--- config.mk ---
export PLATFORM = sky130hd
export DESIGN_NAME = bus_xfer_ctrl
export DESIGN_NICKNAME = d
export VERILOG_FILES = /design/src/rtl/bus_xfer_ctrl.sv
export SDC_FILE = /design/constraint.sdc
export NUM_CORES = 1
export LEC_CHECK = 0
export CAP_MARGIN = 25
export CORE_MARGIN = 2
export CORE_UTILIZATION = 44
export CTS_CLUSTER_SIZE = 14
export DETAILED_ROUTE_END_ITERATION = 8
export GPL_TIMING_DRIVEN = 0
export PLACE_DENSITY = 0.79
export RECOVER_POWER = 25
export SLEW_MARGIN = 25
export SYNTH_ARGS = -nofsm -noshare
export SYNTH_HDL_FRONTEND = slang
export SYNTH_SLANG_ARGS = --single-unit
--- constraint.sdc ---
create_clock -name clk -period 1.8 [get_ports clk]
set_input_delay 0.18 -clock clk [delete_from_list [all_inputs] [get_ports clk]]
set_output_delay 0.18 -clock clk [all_outputs]
set_load 0.05 [all_outputs]
--- src/rtl/bus_xfer_ctrl.sv ---
// Arbiter and re/we sequencer for the shared 8-bit register bus: IDLE -> XFER -> ACK.
// Define BUS_XFER_RR_EN for round-robin arbitration; fixed priority (lowest index) otherwise.
module bus_xfer_ctrl #(
  parameter int NUM_REQ = 4,
  parameter int NUM_REG = 8,
  parameter int IDX_W   = 3
) (
  input  logic                     clk,
  input  logic                     rst,
  input  logic [NUM_REQ-1:0]       req,
  input  logic [NUM_REQ*IDX_W-1:0] src_idx,
  input  logic [NUM_REQ*IDX_W-1:0] dst_idx,
  output logic [NUM_REG-1:0]       re,
  output logic [NUM_REG-1:0]       we,
  output logic [NUM_REQ-1:0]       gnt,
  output logic                     err,
  output logic                     busy
);

  localparam int WIN_W = (NUM_REQ > 1) ? $clog2(NUM_REQ) : 1;
  localparam logic [IDX_W:0] REG_LIM = (IDX_W+1)'(NUM_REG);

  typedef enum logic [1:0] {
    IDLE = 2'd0,
    XFER = 2'd1,
    ACK  = 2'd2
  } state_t;

  state_t             state;
  state_t             state_nxt;

  logic               any_req;
  logic [WIN_W-1:0]   win_c;
  logic [IDX_W-1:0]   src_c;
  logic [IDX_W-1:0]   dst_c;

  logic [WIN_W-1:0]   win_p0;
  logic [IDX_W-1:0]   src_p0;
  logic [IDX_W-1:0]   dst_p0;
  logic               legal_p0;

  logic [NUM_REG-1:0] re_nxt;
  logic [NUM_REG-1:0] we_nxt;
  logic [NUM_REQ-1:0] gnt_nxt;
  logic               err_nxt;
  logic               busy_nxt;

  function automatic logic move_legal(input logic [IDX_W-1:0] s, input logic [IDX_W-1:0] d);
    return (s != d) && ({1'b0, s} < REG_LIM) && ({1'b0, d} < REG_LIM);
  endfunction

  function automatic logic [NUM_REG-1:0] reg_onehot(input logic [IDX_W-1:0] idx);
    logic [NUM_REG-1:0] v;
    v = '0;
    for (int r = 0; r < NUM_REG; r++) begin
      if (idx == IDX_W'(r)) v[r] = 1'b1;
    end
    return v;
  endfunction

  function automatic logic [NUM_REQ-1:0] req_onehot(input logic [WIN_W-1:0] w);
    logic [NUM_REQ-1:0] v;
    v = '0;
    for (int i = 0; i < NUM_REQ; i++) begin
      if (w == WIN_W'(i)) v[i] = 1'b1;
    end
    return v;
  endfunction

`ifdef BUS_XFER_RR_EN
  logic [WIN_W-1:0]     ptr;
  logic [2*NUM_REQ-1:0] req_dbl;
  logic [NUM_REQ-1:0]   req_rot;
  logic [WIN_W:0]       win_sum;

  // Rotate so the pointer position is bit 0, take the lowest set bit, then un-rotate.
  always_comb begin
    any_req = 1'b0;
    win_sum = '0;
    req_dbl = {req, req} >> ptr;
    req_rot = req_dbl[NUM_REQ-1:0];
    for (int k = 0; k < NUM_REQ; k++) begin
      if (!any_req && req_rot[k]) begin
        any_req = 1'b1;
        win_sum = {1'b0, ptr} + (WIN_W+1)'(k);
      end
    end
    if (win_sum >= (WIN_W+1)'(NUM_REQ)) win_sum = win_sum - (WIN_W+1)'(NUM_REQ);
    win_c = win_sum[WIN_W-1:0];
  end

  always_ff @(posedge clk or negedge rst) begin
    if (!rst) begin
      ptr <= '0;
    end else if (state == ACK) begin
      ptr <= (win_p0 == WIN_W'(NUM_REQ-1)) ? '0 : win_p0 + WIN_W'(1);
    end
  end
`else
  always_comb begin
    any_req = 1'b0;
    win_c   = '0;
    for (int k = 0; k < NUM_REQ; k++) begin
      if (!any_req && req[k]) begin
        any_req = 1'b1;
        win_c   = WIN_W'(k);
      end
    end
  end
`endif

  always_comb begin
    src_c = '0;
    dst_c = '0;
    for (int i = 0; i < NUM_REQ; i++) begin
      if (win_c == WIN_W'(i)) begin
        src_c = src_idx[i*IDX_W +: IDX_W];
        dst_c = dst_idx[i*IDX_W +: IDX_W];
      end
    end
  end

  // Stage p0: winning request captured in IDLE, held through XFER and ACK
  always_ff @(posedge clk) begin
    if (state == IDLE && any_req) begin
      win_p0   <= win_c;
      src_p0   <= src_c;
      dst_p0   <= dst_c;
      legal_p0 <= move_legal(src_c, dst_c);
    end
  end

  always_ff @(posedge clk or negedge rst) begin
    if (!rst) state <= IDLE;
    else      state <= state_nxt;
  end

  always_comb begin
    state_nxt = state;
    re_nxt    = '0;
    we_nxt    = '0;
    gnt_nxt   = '0;
    err_nxt   = 1'b0;
    busy_nxt  = (state != IDLE);
    case (state)
      IDLE: begin
        if (any_req) state_nxt = XFER;
      end
      XFER: begin
        state_nxt = ACK;
        if (legal_p0) begin
          re_nxt = reg_onehot(src_p0);
          we_nxt = reg_onehot(dst_p0);
        end
      end
      ACK: begin
        state_nxt = IDLE;
        gnt_nxt   = req_onehot(win_p0);
        err_nxt   = !legal_p0;
      end
      default: state_nxt = IDLE;
    endcase
  end

  // Output registers: bus enables and handshake lag the state by one cycle
  always_ff @(posedge clk or negedge rst) begin
    if (!rst) begin
      re   <= '0;
      we   <= '0;
      gnt  <= '0;
      err  <= 1'b0;
      busy <= 1'b0;
    end else begin
      re   <= re_nxt;
      we   <= we_nxt;
      gnt  <= gnt_nxt;
      err  <= err_nxt;
      busy <= busy_nxt;
    end
  end

endmodule

==> summary.txt, run 1 <==
Worst setup path
  – FF-to-FF End: dst_p0[1]
  – Worst Setup Start Kind: input port
  – Reg2Reg Launch Point: state[0]
  – CP required: approximately 1.9 ns
  – Crit Path Class: in2reg
  – Max FO, Critical Path: 6
  – R2r setup slk: 0.32 ns
  – Cells on worst reg2reg path: 2
  – Crit path DAT: about 1.8 ns
  – Critical path capture point type: flop

Timing
  – Tcrit/Tclk final: 0.944
  – Relative slew slack: 0.228
  – Total setup violations reported at the end of the flow: 0
  – Timing-limited maximum frequency: between 500 and 600 MHz
  – Final worst path period need: between 1.5 and 2 ns
  – Final Max Tran Viols: 0
  – Final-report hold violation count: 0
  – Smallest setup slack after layout: ~0.10 ns
  – Slew @ Worst Pin: ~1.2 ns
  – Clk_skew: approximately 0.011 ns

Route
  – Residual DRC count: 0
  – Total iterations of the first detailed-routing run: 4
  – Vias per inst: 4.99
  – Number of DRC markers in iteration 0: 17
  – Antenna Nets Post-Route: 0
  – WL final: 2660 um
  – Average wire length per cell after detail routing: between 10 and 15 um
  – Via total after detailed routing: ~1.1k

Pwr
  – Overall Power: 2260 uW
  – Proportion of total power due to net switching: 0.354
  – Cell leakage power: ~0.00087 uW
  – Proportion of power drawn by flip-flops and latches: 0.464
  – Combinational share of power: 0.355
  – Peak supply drop: around 0.0004 V
  – Switching Power: around 800 uW
  – Internal cell power: 1460 uW
  – Pwr dens: ~1100 nW/um^2
  – Power share of the clock group: 0.181

Clock network
  – Clock latency reported for the late side of the worst-skew pair: 0.33 ns
  – Clock-pin slew reported for the worst setup and hold paths after clock tree synthesis: 0.10 ns
  – Buffer levels on the longest clock path: 2
  – H-Tree Depth: 2
  – Number of buffers created by CTS: 5
  – Cell at the root of the clock tree: sky130_fd_sc_hd__clkbuf_4
  – Clock tree from TritonCTS: done
  – Sinks on Clock Net: 33

GRT
  – GRT Overall Usage: 0.167
  – Total congestion overflow after global routing: 0
  – Largest net degree at the start of global routing: 25
  – Wire length of the first global-routing pass: roughly 4600 um
  – Antenna violations before repair: 0
  – Via count of the first global-routing pass: about 1.1k

Place
  – Worst slack at placement: -0.293 ns
  – Port buffer count: 49
  – Gp weighted congestion: between 0.8 and 0.9
  – Post-detailed-placement half-perimeter wirelength: 2170 um

Min path
  – Worst Hold Path EP: win_p0[0]
  – Worst hold path type: in2reg
  – Origin of the worst min-delay path: req[2]
  – Hold Path Stages: 4

Die
  – Overall die width: a little over 60 um
  – Core Region: ~3100 um^2
  – Die Outline Area: 3770 um^2
  – Initial standard-cell utilization of the core: 0.467
  – Die height: about 61 um
  – Number of rows created at floorplan: 20
  – Top Ports: 52

Outcome
  – Status: finished, final reports clean

Yosys
  – Part of the Yosys area used for sequential elements: 0.601
  – Post-synth top cells: sky130_fd_sc_hd__dfrtp_1, sky130_fd_sc_hd__nor2_1, sky130_fd_sc_hd__nand2b_1, sky130_fd_sc_hd__nand2_1, sky130_fd_sc_hd__edfxtp_1
  – Fraction of synthesized cell area taken by the top area cell type: 0.414
  – Commonest register cell after synthesis: sky130_fd_sc_hd__dfrtp_1
  – Top cell type by total area after synthesis: sky130_fd_sc_hd__dfrtp_1
  – Unique cell type count in the Yosys netlist: 28
  – Most frequent cell after synthesis: sky130_fd_sc_hd__dfrtp_1
  – Top cells by area in the synthesized netlist: sky130_fd_sc_hd__dfrtp_1, sky130_fd_sc_hd__edfxtp_1, sky130_fd_sc_hd__nand2b_1
  – Synthesized instance count: roughly 130
  – Mean instance size in the synthesized netlist: between 10 and 15 um^2
  – Syn. warnings: 0
  – Async SR Flop Fraction: 0.727
  – Total nets after synthesis: approximately 160
  – Post-synthesis cell area: ~1500 um^2
  – Number of flip-flops and latches in the synthesized netlist: 33
  – Number of flops mapped to enable cells by yosys: 9

Finish
  – Fill cell total of the finished layout: ~280
  – Number of antenna repair diodes: 0
  – Share of layout cells above drive strength 1: 0.109
  – Layout-stage area growth over the synthesis result: 43.4%
  – Number of nets in the final layout: approximately 210

Job
  – Number of max-cap violations: 0
==> power groups by stage <==
| stage | clock (uW) | sequential (uW) | combinational (uW) |
|---|---|---|---|
| 5_1_grt | 454 | 1070 | 873 |
| 3_3_place_gp | 0 | 1060 | 783 |
| 4_1_cts | 423 | 1050 | 798 |
| 2_1_floorplan | 0 | 1300 | 281 |
| 6_report | 409 | 1050 | 801 |
| 3_5_place_dp | 0 | 1070 | 796 |
==> sequential cells by signal, summed over array words and instances (netlist names) <==
register	cells
win_p0	2
busy	1
dst_p0	3
gnt	4
re	8
we	8
src_p0	3
state	2
err	1
legal_p0	1
==> final cells by class <==
class | instances | area [um^2] | area share
tap | 44 | 55.1 | 0.0265
clock buffer | 8 | 58.8 | 0.0283
timing repair buffer | 50 | 494 | 0.238
multi-input combinational | 84 | 553 | 0.266
buffer | 4 | 28.8 | 0.0138
inverter | 5 | 18.8 | 0.00903
sequential | 33 | 871 | 0.419
==> through the flow <==
step / utilization / cell area [um^2] / hold slack, ns / TNS, ns / cells
after floorplan: - / 1450 / -0.116 / 0 / 126
after global placement: 0.643 / 2000 / 0.418 / -2.15 / 219
after detailed placement: 0.643 / 2000 / 0.414 / -2.72 / 219
after CTS: 0.662 / 2050 / 0.225 / 0 / 227
after global routing: 0.670 / 2080 / 0.292 / -0.00870 / 228
final: 0.670 / 2080 / 0.249 / 0 / 228
==> metal layers <==
| metal | global-route usage | routed length [um] |
|---|---|---|
| met5 | 0 | 0 |
| met4 | 0.0942 | 67 |
| met3 | 0.0483 | 189 |
| met2 | 0.304 | 1330 |
| met1 | 0.169 | 1070 |
==> critical path, stage by stage <==
cell and delay (ns):
sky130_fd_sc_hd__clkdlybuf4s50_1 0.45, sky130_fd_sc_hd__nand2b_1 0.27, sky130_fd_sc_hd__o32a_1 0.23, sky130_fd_sc_hd__o221a_4 0.25
sky130_fd_sc_hd__xor2_1 0.16, sky130_fd_sc_hd__a211o_1 0.26
==> cell families after synthesis <==
kind of cell,Yosys count,share of synthesized area
simple gates,55,0.192
buf+inv,9,0.0311
xor+xnor,2,0.0121
compound gates,27,0.165
flops,33,0.601
==> worst max-delay path by stage <==
stage,start,to
2_1_floorplan,req[2],legal_p0
3_3_place_gp,req[0],legal_p0
3_5_place_dp,req[0],legal_p0
4_1_cts,state[0],dst_p0[1]
5_1_grt,req[0],legal_p0
6_report,req[0],legal_p0
==> placed cells by master, fill, tap and decap left out, types with 2 or more instances in the layout <==
master,Yosys,routed
sky130_fd_sc_hd__nand2b_1,11,10
sky130_fd_sc_hd__nor2b_1,3,3
sky130_fd_sc_hd__inv_1,5,5
sky130_fd_sc_hd__buf_2,3,2
sky130_fd_sc_hd__clkdlybuf4s50_1,0,48
sky130_fd_sc_hd__clkbuf_1,0,3
sky130_fd_sc_hd__edfxtp_1,9,9
sky130_fd_sc_hd__nand2_1,10,10
sky130_fd_sc_hd__o32a_1,4,4
sky130_fd_sc_hd__nor2_1,18,18
sky130_fd_sc_hd__xor2_1,2,2
sky130_fd_sc_hd__o221a_2,2,2
sky130_fd_sc_hd__a21boi_0,2,2
sky130_fd_sc_hd__nor3_1,6,6
sky130_fd_sc_hd__clkbuf_4,0,5
sky130_fd_sc_hd__a2bb2oi_1,6,4
sky130_fd_sc_hd__a21oi_1,5,4
sky130_fd_sc_hd__a2bb2oi_2,0,2
sky130_fd_sc_hd__a22o_1,3,3
sky130_fd_sc_hd__o2bb2ai_1,2,2
sky130_fd_sc_hd__dfrtp_1,24,24
==> what timing repair did <==
action                     in CTS  in global routing
setup buffers                   0                  0
resized for setup               0                  6
setup endpoints to repair       0                 10
hold buffers                    0                  1
hold endpoints to repair        0                 24
Note: power is estimated with default switching activity, not from simulation.
==> run 2, diff against run 1 <==
--- a/config.mk
+++ b/config.mk
@@ -6,7 +6,7 @@
 export NUM_CORES = 1
 export LEC_CHECK = 0
 export CAP_MARGIN = 25
-export CORE_MARGIN = 2
+export CORE_MARGIN = 1
 export CORE_UTILIZATION = 44
 export CTS_CLUSTER_SIZE = 14
 export DETAILED_ROUTE_END_ITERATION = 8
==> run 2 against run 1 <==
Compared with the run above: design area grew 0.18%; cell count is the same; global-route usage is essentially flat; clock power grew 8.3%; via count shrank 2.0%; core utilization grew 0.67 points; power grew 1.3%; critical path depth is the same; sequential power is essentially flat; clock skew shrank 0.0063 ns; maximum frequency shrank 0.35%; critical endpoint unchanged; largest cell class unchanged; highest routed layer unchanged.
==> summary.txt, run 2 (synthesis gave the netlist of run 1 again) <==
Timing
  – Worst hold-check slack: 0.254 ns (+0.00515 ns)
  – Timing-limited maximum frequency: 586 MHz (-0.35%)
  – Tcrit/Tclk final: 0.948 (+0.00333)
  – Slew @ Worst Pin: 1.15 ns (-0.00741 ns)
  – Final Max Tran Viols: 0 (unchanged)
  – Total setup violations reported at the end of the flow: 0 (unchanged)
  – Relative slew slack: 0.233 (+0.00494)
  – Final worst path period need: 1.71 ns (+0.00600 ns)
  – Final-report hold violation count: 0 (unchanged)
  – Setup repair after global routing missed its margin: false
  – Clk_skew: 0.00445 ns (-0.00634 ns)

Die
  – Initial standard-cell utilization of the core: 0.471 (+0.00380)
  – Core Region: 3080 um^2 (-0.81%)
  – Die Outline Area: 3530 um^2 (-6.4%)
  – Number of rows created at floorplan: 20 (unchanged)
  – Overall die width: 59.4 um (-3.3%)
  – Die height: 59.4 um (-3.3%)
  – Top Ports: 52 (unchanged)

Worst setup path
  – Worst Setup Start Kind: input port
  – Critical path capture point type: flop
  – CP required: 1.88 ns (about the same)
  – Crit path DAT: 1.78 ns (about the same)
  – Crit-path max cell delay: 0.45 ns (about the same)
  – Crit Path Class: in2reg
  – Max FO, Critical Path: 6 (unchanged)
  – Worst path slowest cell: sky130_fd_sc_hd__clkdlybuf4s50_1
  – CP cell instances: clkdlybuf4s50_1 -> nand2b_1 -> o32a_1 -> o221a_4 -> xor2_1 -> a211o_1

Route
  – Vias per inst: 4.89 (-2.0%)
  – WL final: 2620 um (-1.4%)
  – Via total after detailed routing: 1114 (-2.0%)
  – Number of DRC markers in iteration 0: 39 (+22)
  – Residual DRC count: 0 (unchanged)
  – Antenna Nets Post-Route: 0 (unchanged)
  – Total iterations of the first detailed-routing run: 4 (unchanged)
  – Average wire length per cell after detail routing: 11.5 um (-1.4%)

Clock network
  – Clock latency reported for the late side of the worst-skew pair: 0.31 ns (-0.02 ns)
  – Number of buffers created by CTS: 5 (unchanged)
  – Cell at the root of the clock tree: sky130_fd_sc_hd__clkbuf_4
  – Buffer levels on the longest clock path: 2 (unchanged)
  – Count of buffers added by post-CTS timing repair for setup: 0 (unchanged)
  – Sinks on Clock Net: 33 (unchanged)
  – H-Tree Depth: 2 (unchanged)
  – Clock-pin slew reported for the worst setup and hold paths after clock tree synthesis: 0.09 ns (about the same)
  – Clock tree from TritonCTS: done

GRT
  – Total congestion overflow after global routing: 0 (unchanged)
  – Wire length of the first global-routing pass: 4260 um (-7.4%)
  – GRT Overall Usage: 0.166 (-0.000466)
  – Largest net degree at the start of global routing: 25 (unchanged)
  – Via count of the first global-routing pass: 1046 (-8.7%)
  – Antenna violations before repair: 0 (unchanged)

Finish
  – Number of antenna repair diodes: 0 (unchanged)
  – Most common cell after layout, fill and taps aside: sky130_fd_sc_hd__clkdlybuf4s50_1
  – Share of layout cells above drive strength 1: 0.109 (unchanged)
  – Leading cell types in the layout, fill and taps excluded: sky130_fd_sc_hd__clkdlybuf4s50_1, sky130_fd_sc_hd__dfrtp_1, sky130_fd_sc_hd__nor2_1, sky130_fd_sc_hd__nand2_1, sky130_fd_sc_hd__nand2b_1
  – Number of nets in the final layout: 213 (unchanged)
  – Layout-stage area growth over the synthesis result: 43.7%
  – Regs by FF count: re: 8 flops, we: 8 flops, gnt: 4 flops
  – Fill cell total of the finished layout: 249 (-11%)
  – Cell area after layout: 2080 um^2 (+0.18%)

Min path
  – Worst hold path type: in2reg

Place
  – Port buffer count: 49 (unchanged)
  – Gp weighted congestion: 0.848 (-0.36%)
  – Post-detailed-placement half-perimeter wirelength: 2140 um (-1.4%)
  – DP Area: 2000 um^2 (unchanged)

Pwr
  – Cell leakage power: 0.000880 uW (+1.5%)
  – Pwr dens: 1100 nW/um^2 (+1.1%)
  – Peak supply drop: 0.000391 V (-4.4%)

Outcome
  – Status: finished, final reports clean

Job
  – Number of max-cap violations: 0 (unchanged)
run 2: metal layers:
| layer | vias to the layer above | routed length, um | global-route usage |
|---|---|---|---|
| met1 | 491 | 1020 | 0.159 |
| li1 | 566 | - | - |
| met5 | - | 0 | 0 |
| met4 | 0 | 8 | 0.0680 |
| met3 | 2 | 188 | 0.0611 |
| met2 | 55 | 1410 | 0.315 |
run 2: worst paths after layout:
| kind | from | endpoint | slack, ns | cells after the start |
|---|---|---|---|---|
| setup / recovery | req[0] | legal_p0 | 0.09 | 6 |
| hold / removal | req[2] | state[0] | 0.25 | 3 |
| setup reg to reg | state[0] | legal_p0 | 0.33 | 2 |
| hold reg to reg | legal_p0 | err | 0.42 | 1 |
| max in group asynchronous | rst | we[5] | 0.50 | 2 |
| min in group asynchronous | rst | we[7] | 0.61 | 2 |
run 2: layout make-up:
| cell class | instances | area, um^2 | share of cell area |
|---|---|---|---|
| clock inverter | 1 | 5.00 | 0.00240 |
| inverter | 5 | 18.8 | 0.00901 |
| multi-input combinational | 84 | 546 | 0.262 |
| clock buffer | 7 | 65.1 | 0.0312 |
| sequential | 33 | 871 | 0.418 |
| buffer | 4 | 28.8 | 0.0138 |
| timing repair buffer | 50 | 494 | 0.237 |
| tap | 44 | 55.1 | 0.0264 |
run 2: timing repair:
action,4_1_cts,5_1_grt
endpoints found under the hold margin,0,24
resized for setup,0,3
hold buffers,0,1
endpoints found under the setup margin,0,10
run 2: power breakdown:
part / switching [uW] / internal (uW) / total [uW]
registers: 82.4 / 959 / 1040
logic: 496 / 303 / 800
clock network: 217 / 226 / 443
run 2: worst max-delay path, delay by kind of cell:
family	cells	cell delay, ns
xor gates and xnor gates	1	0.17
and+or+nand+nor	1	0.25
buffers and inverters	1	0.45
AOI/OAI and AO/OA	3	0.75
run 2: per-stage QoR:
step	util	instances	power (uW)	setup slack [ns]	setup TNS (ns)
floorplan	-	126	1580	0.202	0
global placement	0.648	219	1840	-0.298	-2.11
detailed placement	0.648	219	1860	-0.318	-2.55
CTS	0.671	227	2300	0.0348	0
global route	0.677	228	2420	0.00210	0
finish	0.677	228	2280	0.0939	0
==> run 3, diff against run 2 <==
--- a/config.mk
+++ b/config.mk
@@ -5,12 +5,14 @@
 export SDC_FILE = /design/constraint.sdc
 export NUM_CORES = 1
 export LEC_CHECK = 0
+export ABC_AREA = 1
 export CAP_MARGIN = 25
 export CORE_MARGIN = 1
 export CORE_UTILIZATION = 44
 export CTS_CLUSTER_SIZE = 14
 export DETAILED_ROUTE_END_ITERATION = 8
 export GPL_TIMING_DRIVEN = 0
+export MAX_ROUTING_LAYER = met4
 export PLACE_DENSITY = 0.79
 export RECOVER_POWER = 25
 export SLEW_MARGIN = 25
==> run 3 against run 2 <==
Compared with the run above: hold slack gained 0.12 ns; cell count grew 20%; largest cell class unchanged; combinational power grew 2%; highest routed layer unchanged; clock-buffer cell count is the same; global-route usage grew 1.2 points.
==> summary.txt, run 3 <==
Clock network
  – Number of buffers created by CTS: 5 (unchanged)
  – Buffer levels on the longest clock path: 2 (unchanged)
  – Post-cts sizing count: 0 (unchanged)
  – Clock latency reported for the late side of the worst-skew pair: 0.32 ns (about the same)
  – Clock tree from TritonCTS: done
  – H-Tree Depth: 2 (unchanged)
  – CTS hold repair buffers: 0 (unchanged)
  – Cell at the root of the clock tree: sky130_fd_sc_hd__clkbuf_4
  – Sinks on Clock Net: 33 (unchanged)
  – Clock-pin slew reported for the worst setup and hold paths after clock tree synthesis: 0.09 ns (about the same)
  – Count of buffers added by post-CTS timing repair for setup: 0 (unchanged)

Timing
  – Clk_skew: 0.00617 ns (+0.00173 ns)
  – Setup repair after global routing missed its margin: false
  – Timing-limited maximum frequency: 609 MHz (+3.9%)
  – Total setup violations reported at the end of the flow: 0 (unchanged)
  – Setup total negative slack: 0 ns (unchanged)
  – Slew @ Worst Pin: 1.17 ns (+0.0241 ns)
  – Tcrit/Tclk final: 0.912 (-0.0357)
  – Final worst path period need: 1.64 ns (-0.0643 ns)
  – Final-report hold violation count: 0 (unchanged)
  – Relative slew slack: 0.217 (-0.0161)
  – Final Max Tran Viols: 0 (unchanged)

Yosys
  – Post-synth top cells: sky130_fd_sc_hd__nand2_1, sky130_fd_sc_hd__inv_1, sky130_fd_sc_hd__dfrtp_1, sky130_fd_sc_hd__nor2_1, sky130_fd_sc_hd__nand3_1
  – Top cells by area in the synthesized netlist: sky130_fd_sc_hd__dfrtp_1, sky130_fd_sc_hd__edfxtp_1, sky130_fd_sc_hd__nand2_1
  – Syn. warnings: 0 (unchanged)
  – Number of flip-flops and latches in the synthesized netlist: 33 (unchanged)
  – Part of the Yosys area used for sequential elements: 0.597 (-0.00361)
  – Mean instance size in the synthesized netlist: 8.53 um^2 (-26%)
  – Commonest register cell after synthesis: sky130_fd_sc_hd__dfrtp_1
  – Most frequent cell after synthesis: sky130_fd_sc_hd__nand2_1
  – Async SR Flop Fraction: 0.727 (unchanged)
  – Post-synthesis cell area: 1460 um^2 (+0.60%)
  – Fraction of synthesized cell area taken by the top area cell type: 0.412 (-0.00249)
  – Total nets after synthesis: 201 (+29%)
  – Top cell type by total area after synthesis: sky130_fd_sc_hd__dfrtp_1
  – Number of flops mapped to enable cells by yosys: 9 (unchanged)
  – Synthesized instance count: 171 (+36%)
  – Unique cell type count in the Yosys netlist: 17 (-39%)

Place
  – Post-detailed-placement half-perimeter wirelength: 2080 um (-2.7%)
  – Port buffer count: 50 (+2.0%)
  – Gp weighted congestion: 0.852 (+0.45%)

Pwr
  – Switching Power: 842 uW (+5.9%)
  – Pwr dens: 1100 nW/um^2 (+0.19%)
  – Proportion of power drawn by flip-flops and latches: 0.450 (-0.006)
  – Cell leakage power: 0.00105 uW (+19%)
  – Proportion of total power due to net switching: 0.367 (+0.0188)
  – Combinational share of power: 0.355 (+0.005)
  – Internal cell power: 1450 uW (-2.5%)
  – Peak supply drop: 0.000409 V (+4.5%)
  – Power share of the clock group: 0.195 (about the same)

Finish
  – Regs by FF count: re: 8 flops, we: 8 flops, gnt: 4 flops
  – Share of layout cells above drive strength 1: 0.0696 (-0.0391)
  – Final design utilization: 0.673 (-0.00384)
  – Number of antenna repair diodes: 0 (unchanged)
  – Fill cell total of the finished layout: 277 (+11%)
  – Number of nets in the final layout: 259 (+22%)
  – Leading cell types in the layout, fill and taps excluded: sky130_fd_sc_hd__nand2_1, sky130_fd_sc_hd__clkdlybuf4s50_1, sky130_fd_sc_hd__inv_1, sky130_fd_sc_hd__dfrtp_1, sky130_fd_sc_hd__nor2_1
  – Most common cell after layout, fill and taps aside: sky130_fd_sc_hd__nand2_1
  – Layout-stage area growth over the synthesis result: 43.1%

GRT
  – Antenna violations before repair: 0 (unchanged)
  – Largest net degree at the start of global routing: 25 (unchanged)
  – GRT Overall Usage: 0.178 (+0.0117)
  – Via count of the first global-routing pass: 1102 (+5.4%)
  – Wire length of the first global-routing pass: 4420 um (+3.7%)
  – Total congestion overflow after global routing: 0 (unchanged)

Route
  – Residual DRC count: 0 (unchanged)
  – Total iterations of the first detailed-routing run: 6 (+2)
  – Number of DRC markers in iteration 0: 20 (-49%)
  – Antenna Nets Post-Route: 0 (unchanged)
  – Average wire length per cell after detail routing: 9.18 um (-20%)
  – Vias per inst: 4.39 (-10%)
  – Via total after detailed routing: 1204 (+8.1%)
  – WL final: 2520 um (-4.0%)

Worst setup path
  – Worst Path Buf+Inv: 1 (unchanged)
  – End point of the critical path: err
  – Critical path capture point type: output pin
  – Crit path DAT: 1.46 ns (-0.32 ns)
  – Worst path slowest cell: sky130_fd_sc_hd__clkdlybuf4s50_1
  – Crit Path Class: reg2out
  – CP required: 1.62 ns (-0.26 ns)
  – Dominant delay contributor by cell family on the critical path: buffers and inverters
  – Reg2Reg Launch Point: state[0]
  – CP cell instances: clkdlybuf4s50_1
  – Worst setup startpoint: err
  – Worst Setup Start Kind: flop
  – R2r setup slk: 0.48 ns (+0.15 ns)
  – Max FO, Critical Path: 1 (-5)
  – Crit-path max cell delay: 0.80 ns (+0.35 ns)
  – Number of stages on the worst setup path: 1 (-5)
  – Cells on worst reg2reg path: 4 (+2)
  – FF-to-FF End: legal_p0

Die
  – Number of rows created at floorplan: 20 (unchanged)
  – Top Ports: 52 (unchanged)
  – Core Region: 3100 um^2 (+0.81%)
  – Die height: 59.6 um (+0.29%)
  – Overall die width: 59.6 um (+0.29%)
  – Initial standard-cell utilization of the core: 0.470 (-0.000977)
  – Die Outline Area: 3550 um^2 (+0.57%)

Outcome
  – Status: finished, final reports clean

Min path
  – Worst hold path type: in2reg

Job
  – Number of max-cap violations: 0 (unchanged)
-- run 3: cell count changes after synthesis, sizes merged, moves of 4 or more --
cell	previous run	this run
nand2b	12	0
nand4	1	8
buf	4	0
nand2	10	50
a21oi	5	1
nand3	0	12
nor2	18	23
o221a	4	0
o32a	4	0
a2bb2oi	6	0
inv	5	35
-- run 3: per-layer routing --
metal	part of all wire	wire length (um)	vias to the layer above	global-route usage
met2	0.50	1260	59	0.297
li1	-	-	644	-
met5	0	0	-	-
met4	0.025	64	0	0.0997
met1	0.41	1040	494	0.196
met3	0.058	146	7	0.0393
-- run 3: per-stage QoR --
stage               hold slack (ns)  setup WS (ns)  area [um^2]  power [uW]  cells
floorplan                    -0.116          0.564         1460        1580    171
global placement              0.415        -0.0245         2010        1840    265
detailed placement            0.427        -0.0271         2010        1870    265
CTS                           0.351          0.132         2080        2320    273
global route                  0.426          0.105         2090        2440    274
finish                        0.374          0.158         2090        2290    274
-- run 3: logic make-up (layout without fill, tap and decap cells) --
family | count (synthesis) | count (layout) | synth area share
and+or+nand+nor | 98 | 98 | 0.290
DFF | 33 | 33 | 0.597
AOI/OAI and AO/OA | 4 | 4 | 0.0206
buffers and inverters | 36 | 95 | 0.0926
-- run 3: how the worst min path moves through the flow --
stage	depth (start not counted)	slack, ns	startpoint	endpoint
finish	3	0.37	req[3]	state[0]
global route	3	0.43	req[3]	state[0]
CTS	3	0.35	req[3]	state[0]
detailed placement	1	0.43	legal_p0	err
global placement	1	0.42	legal_p0	err
floorplan	0	-0.12	rst	busy
-- run 3: layout make-up --
class	instances	area (um^2)	area share
clock inverters	1	5.00	0.00240
clock buffers	7	65.1	0.0312
flip-flops and latches	33	871	0.417
inverters	35	131	0.0629
plain buffers	1	3.75	0.00180
repair buffers	51	504	0.241
multi-input cells	102	453	0.217
well taps	44	55.1	0.0264
-- run 3: power by group through the flow --
stage | Clock (uW) | Combinational (uW) | Sequential, uW
finish | 448 | 814 | 1030
global route | 483 | 900 | 1050
CTS | 464 | 820 | 1040
detailed placement | 0 | 819 | 1050
global placement | 0 | 800 | 1040
floorplan | 0 | 285 | 1290
==> variant 1: new RTL, settings of run 3 <==
Change the parameter `NUM_REG` from 8 to 10.
--- a/src/rtl/bus_xfer_ctrl.sv
+++ b/src/rtl/bus_xfer_ctrl.sv
@@ -2,7 +2,7 @@
 // Define BUS_XFER_RR_EN for round-robin arbitration; fixed priority (lowest index) otherwise.
 module bus_xfer_ctrl #(
   parameter int NUM_REQ = 4,
-  parameter int NUM_REG = 8,
+  parameter int NUM_REG = 10,
   parameter int IDX_W   = 3
 ) (
   input  logic                     clk,
Ports: changed (resized re and we); port bits go from 52 to 56. No check against the original RTL was run, so the function may have changed too.
==> variant 1 against run 3 <==
Register-to-register slack improved by 0.02 ns. Power increased by 1.3%. Wire length increased by 4.0%. Sequential share of layout area decreased by 1.2 points. Setup slack got worse by 0.076 ns. Count of clock-buffer cells in the layout increased by 1. Sequential cell count unchanged. Combinational power increased by 8.8%. Core utilization increased by 1.5 points. Synthesized area increased by 2.1%. Critical path depth increased by 1. Final area increased by 3.1%. Fmax decreased by 4.4%.
==> variant 1: results (changes against run 3) <==
Clock Skew: 0.01256 ns (+0.006382 ns)
GR Overflow Total: 0 (unchanged)
slowest CP cell: clkdlybuf4s50_1
placed cells: 273 (+3.0%)
met2 wire length: 1374 microns (+9.1%)
post-DR wirelength/cell: 9.277 microns (+1.0%)
R2R Setup Slk: 0.50 ns (+0.02 ns)
first-pass GRT wire length: 4422 microns (+0.14%)
IO buf count: 54 (+8.0%)
Pre-Repair DR Iteration Count: 4 (-2)
Worst VDD drop: 0.0004114 V (+0.61%)
Post-CTS Resized: 0 (unchanged)
max incr delay on CP: 0.79 ns
placer congestion estimate: 0.8319 (-2.3%)
Synth Flop Type: dfrtp_1
number of fill cells: 269 (-2.9%)
total length of routed met3 wires: 181 microns (+24%)
Area after DPL: 2085 sq um (+3.5%)
worst min path class: in2reg
top cells by area, synth: dfrtp_1, edfxtp_1, nand2_1, inv_1, nor2_1
Arr. time, crit path: 1.54 ns (+0.08 ns)
Adder-Cell Fraction of Synth Area: 0% (unchanged)
post-synthesis sequential area ratio: 58.49% (-1.2 points)
Post-synth top cells: nand2_1, inv_1, dfrtp_1
Regs by FF count: re x8, we x8, gnt x4
met1 wire length: 1035 microns (-0.86%)
Post-synth EDFFs: 9 (unchanged)
number of global-route vias before repair: 1,117 (+1.4%)
Compound-Gate Fraction of Synth Area: 2.017% (-0.042 points)
leakage power: 0.001113 uW (+6.0%)
ant diodes: 0 (unchanged)
CP max FO: 2 (+1)
Post-Syn Nets: 205 (+2.0%)
Post-synth ARST share: 72.73% (unchanged)
CTS Buf Count: 5 (unchanged)
syn_area_per_cell: 8.508 sq um (-0.27%)
post-synth cell types: 18 (+1)
CTS max path bufs: 2 (unchanged)
Max Used Layer: met4
Via density: 4.454 (+1.4%)
largest net degree at the start of global routing: 25 (unchanged)
post-synthesis xor/xnor area fraction: 0% (unchanged)
initial antenna violation count: 0 (unchanged)
Place WS: -0.05258 ns (-0.02550 ns)
worst-skew pair later-pin latency: 0.32 ns (about the same)
headroom to the max-slew limit: 21.15% (-0.53 points)
Max H-tree Level: 2 (unchanged)
Tot GR Track Use: 17.54% (-0.24 points)
Synthesis Warnings: 0 (unchanged)
status: complete, no violations
Post-Layout Cell Count: 282 (+2.9%)
Initial DRC Count: 40 (+100%)
layout cells sized above 1: 7.563% (+0.61 points)
Final Cycle Share: 95.41% (+4.2 points)
Setup-failing EPs final: 0 (unchanged)
CTS Root Cell: clkbuf_4
Worst-path clk slew: 0.09 ns (about the same)
Detail Placement HPWL: 2197 microns (+5.7%)
post-synthesis mux area share: 0% (unchanged)
[variant 1: cell count changes after synthesis, sizes merged]
cell  before  now
buf        0    4
[variant 1: where the power goes]
part	total, uW	switching [uW]	internal [uW]	leakage [uW]
Sequential	1040	75.8	962	0.000412
Clock	402	209	193	0.0000326
Combinational	886	591	295	0.000668
[variant 1: layout make-up]
type / instances / share of cell area [%]
sequential: 33 / 40.47
timing repair buffer: 55 / 25.52
inverter: 35 / 6.105
tap: 44 / 2.558
buffer: 5 / 1.570
clock buffer: 8 / 2.733
multi-input combinational: 102 / 21.05
[variant 1: per-layer routing]
| metal | global-route usage [%] | vias to the layer above |
|---|---|---|
| li1 | - | 658 |
| met4 | 6.977 | 0 |
| met1 | 17.48 | 532 |
| met2 | 31.40 | 64 |
| met3 | 5.411 | 2 |
| met5 | - | - |
[variant 1: logic make-up (layout without fill, tap and decap cells)]
logic type | Yosys count | count (layout)
AOI/OAI and AO/OA | 4 | 4
buffers and inverters | 40 | 103
DFF | 33 | 33
and+or+nand+nor | 98 | 98
[variant 1: per-stage QoR]
| stage | util [%] | hold WS [ns] |
|---|---|---|
| 2_1_floorplan | - | -0.1156 |
| 4_1_cts | 68.52 | 0.3163 |
| 3_3_place_gp | 66.64 | 0.4162 |
| 5_1_grt | 68.80 | 0.3646 |
| 6_report | 68.80 | 0.3325 |
| 3_5_place_dp | 66.64 | 0.4309 |
[variant 1: worst paths after layout]
path,from,endpoint,cells after the start
setup / recovery,re[8],re[8],2
max in group asynchronous,rst,we[2],2
hold / removal,req[3],state[0],3
min in group asynchronous,rst,we[8],2
setup reg to reg,state[0],win_p0[1],4
hold reg to reg,legal_p0,err,1
[variant 1: worst min-delay path, stage by stage]
cell and delay [ns]:
clkbuf_1 0.18, o21bai_1 0.22, inv_1 0.04
==> variant 2: new RTL, settings of run 3 <==
Made on the original files. Re-encode `state_t` (3 states) as one-hot, 3 bits wide.
--- a/src/rtl/bus_xfer_ctrl.sv
+++ b/src/rtl/bus_xfer_ctrl.sv
@@ -20,10 +20,10 @@
   localparam int WIN_W = (NUM_REQ > 1) ? $clog2(NUM_REQ) : 1;
   localparam logic [IDX_W:0] REG_LIM = (IDX_W+1)'(NUM_REG);
 
-  typedef enum logic [1:0] {
-    IDLE = 2'd0,
-    XFER = 2'd1,
-    ACK  = 2'd2
+  typedef enum logic [2:0] {
+    IDLE = 3'b001,
+    XFER = 3'b010,
+    ACK  = 3'b100
   } state_t;
 
   state_t             state;
Check against the original RTL: same outputs for any inputs over 10 cycles, from zero or initial values and one cycle with rst low; not proved beyond that.
==> variant 2 against run 3 <==
Final area rose by 2.0%. Sequential cell count increased by 1. Wire length rose by 1.5%. Fmax is 0.97% lower. Synthesized area up 2.2%. Critical path depth did not move. Setup slack lost 0.016 ns. Power fell by 5.4%. Critical path type unchanged. Critical endpoint is now we[6].
==> variant 2: results (changes against run 3) <==
Arr. time, crit path: 1.48 ns (+0.02 ns)
leakage power: 0.001057 uW (+0.69%)
IO buf count: 50 (unchanged)
met3 Use GR: 2.597% (-1.3 points)
Via density: 4.465 (+1.6%)
Design Power: 2170 uW (-5.4%)
sequential share of power: 48.4% (+3.4 points)
met2 wire length: 1226 microns (-2.6%)
total length of routed met3 wires: 149 microns (+2.1%)
Post-synth top cells: nand2_1, inv_1, dfrtp_1
slowest CP cell: clkdlybuf4s50_1
ant diodes: 0 (unchanged)
top cells by area, synth: dfrtp_1, edfxtp_1, nand2_1, inv_1, nand3_1
drt total wl: 2554 microns (+1.5%)
pin slew with the least headroom to its limit: 1.228 ns (+0.05304 ns)
Detail Placement HPWL: 2104 microns (+1.2%)
Synth Flop Type: dfrtp_1
Post-Layout Cell Count: 275 (+0.36%)
max incr delay on CP: 0.81 ns
post-synthesis sequential area ratio: 60.15% (+0.46 points)
number of global-route vias before repair: 1,119 (+1.5%)
placed cells: 266 (+0.38%)
layout cells sized above 1: 7.359% (+0.40 points)
initial antenna violation count: 0 (unchanged)
Worst VDD drop: 0.0003893 V (-4.8%)
CTS max path bufs: 2 (unchanged)
Power Clock: 496 uW (+11%)
worst-skew pair later-pin latency: 0.33 ns
Post-synth EDFFs: 9 (unchanged)
Post-synth ARST share: 73.53% (+0.80 points)
Worst-path clk slew: 0.09 ns (about the same)
post-synth cell types: 17 (unchanged)
Synthesis Warnings: 0 (unchanged)
CTS Root Cell: clkbuf_4
met1 wire length: 1098 microns (+5.2%)
met2 Use GR: 30.30% (+0.60 points)
placer congestion estimate: 0.7904 (-7.2%)
Net Sw Frac: 33.21% (-3.5 points)
Area after DPL: 2047 sq um (+1.6%)
layout net count: 260 (+0.39%)
Initial DRC Count: 29 (+45%)
Place WS: -0.02697 ns (+0.0001099 ns)
Pre-Repair DR Iteration Count: 4 (-2)
Post-Synthesis Cells: 172 (+0.58%)
largest net degree at the start of global routing: 26 (+4.0%)
CTS Buf Count: 5 (unchanged)
worst min path class: in2reg
Regs by FF count: re x8, we x8, gnt x4
Post-CTS Setup Bufs: 0 (unchanged)
Clock Skew: 0.003047 ns (-0.003127 ns)
status: complete, no violations
M1 GR Usage: 19.33% (-0.27 points)
first-pass GRT wire length: 4512 microns (+2.2%)
Crit path max-delay family: buffers and inverters
Max H-tree Level: 2 (unchanged)
CP max FO: 1 (unchanged)
Tot GR Track Use: 18.07% (+0.29 points)
Post-Syn Nets: 202 (+0.50%)
-- variant 2: final timing paths --
kind	slack [ns]	startpoint	cells after the start	to
min	0.39	req[3]	3	state[1]
min in group asynchronous	0.63	rst	2	gnt[0]
max in group asynchronous	0.45	rst	2	we[0]
min reg2reg	0.42	legal_p0	1	err
max reg2reg	0.25	state[0]	4	legal_p0
max	0.14	we[6]	1	we[6]
-- variant 2: logic make-up (layout without fill, tap and decap cells) --
| logic type | count (synthesis) | count (layout) | synth area share, % |
|---|---|---|---|
| simple gates | 97 | 97 | 28.69 |
| buf+inv | 37 | 96 | 9.312 |
| flops | 34 | 34 | 60.15 |
| compound gates | 4 | 4 | 1.846 |
-- variant 2: layout make-up --
type	count	area (sq um)
inverter	36	135.1
tap	44	55.05
timing repair buffer	51	504.2
fill	256	998.5
clock buffer	8	78.83
buffer	1	3.754
multi-input combinational	101	455.4
sequential	34	897.1
-- variant 2: repair_timing --
action	CTS	global route
resized for setup	0	0
hold endpoints to repair	0	24
hold buffers	0	1
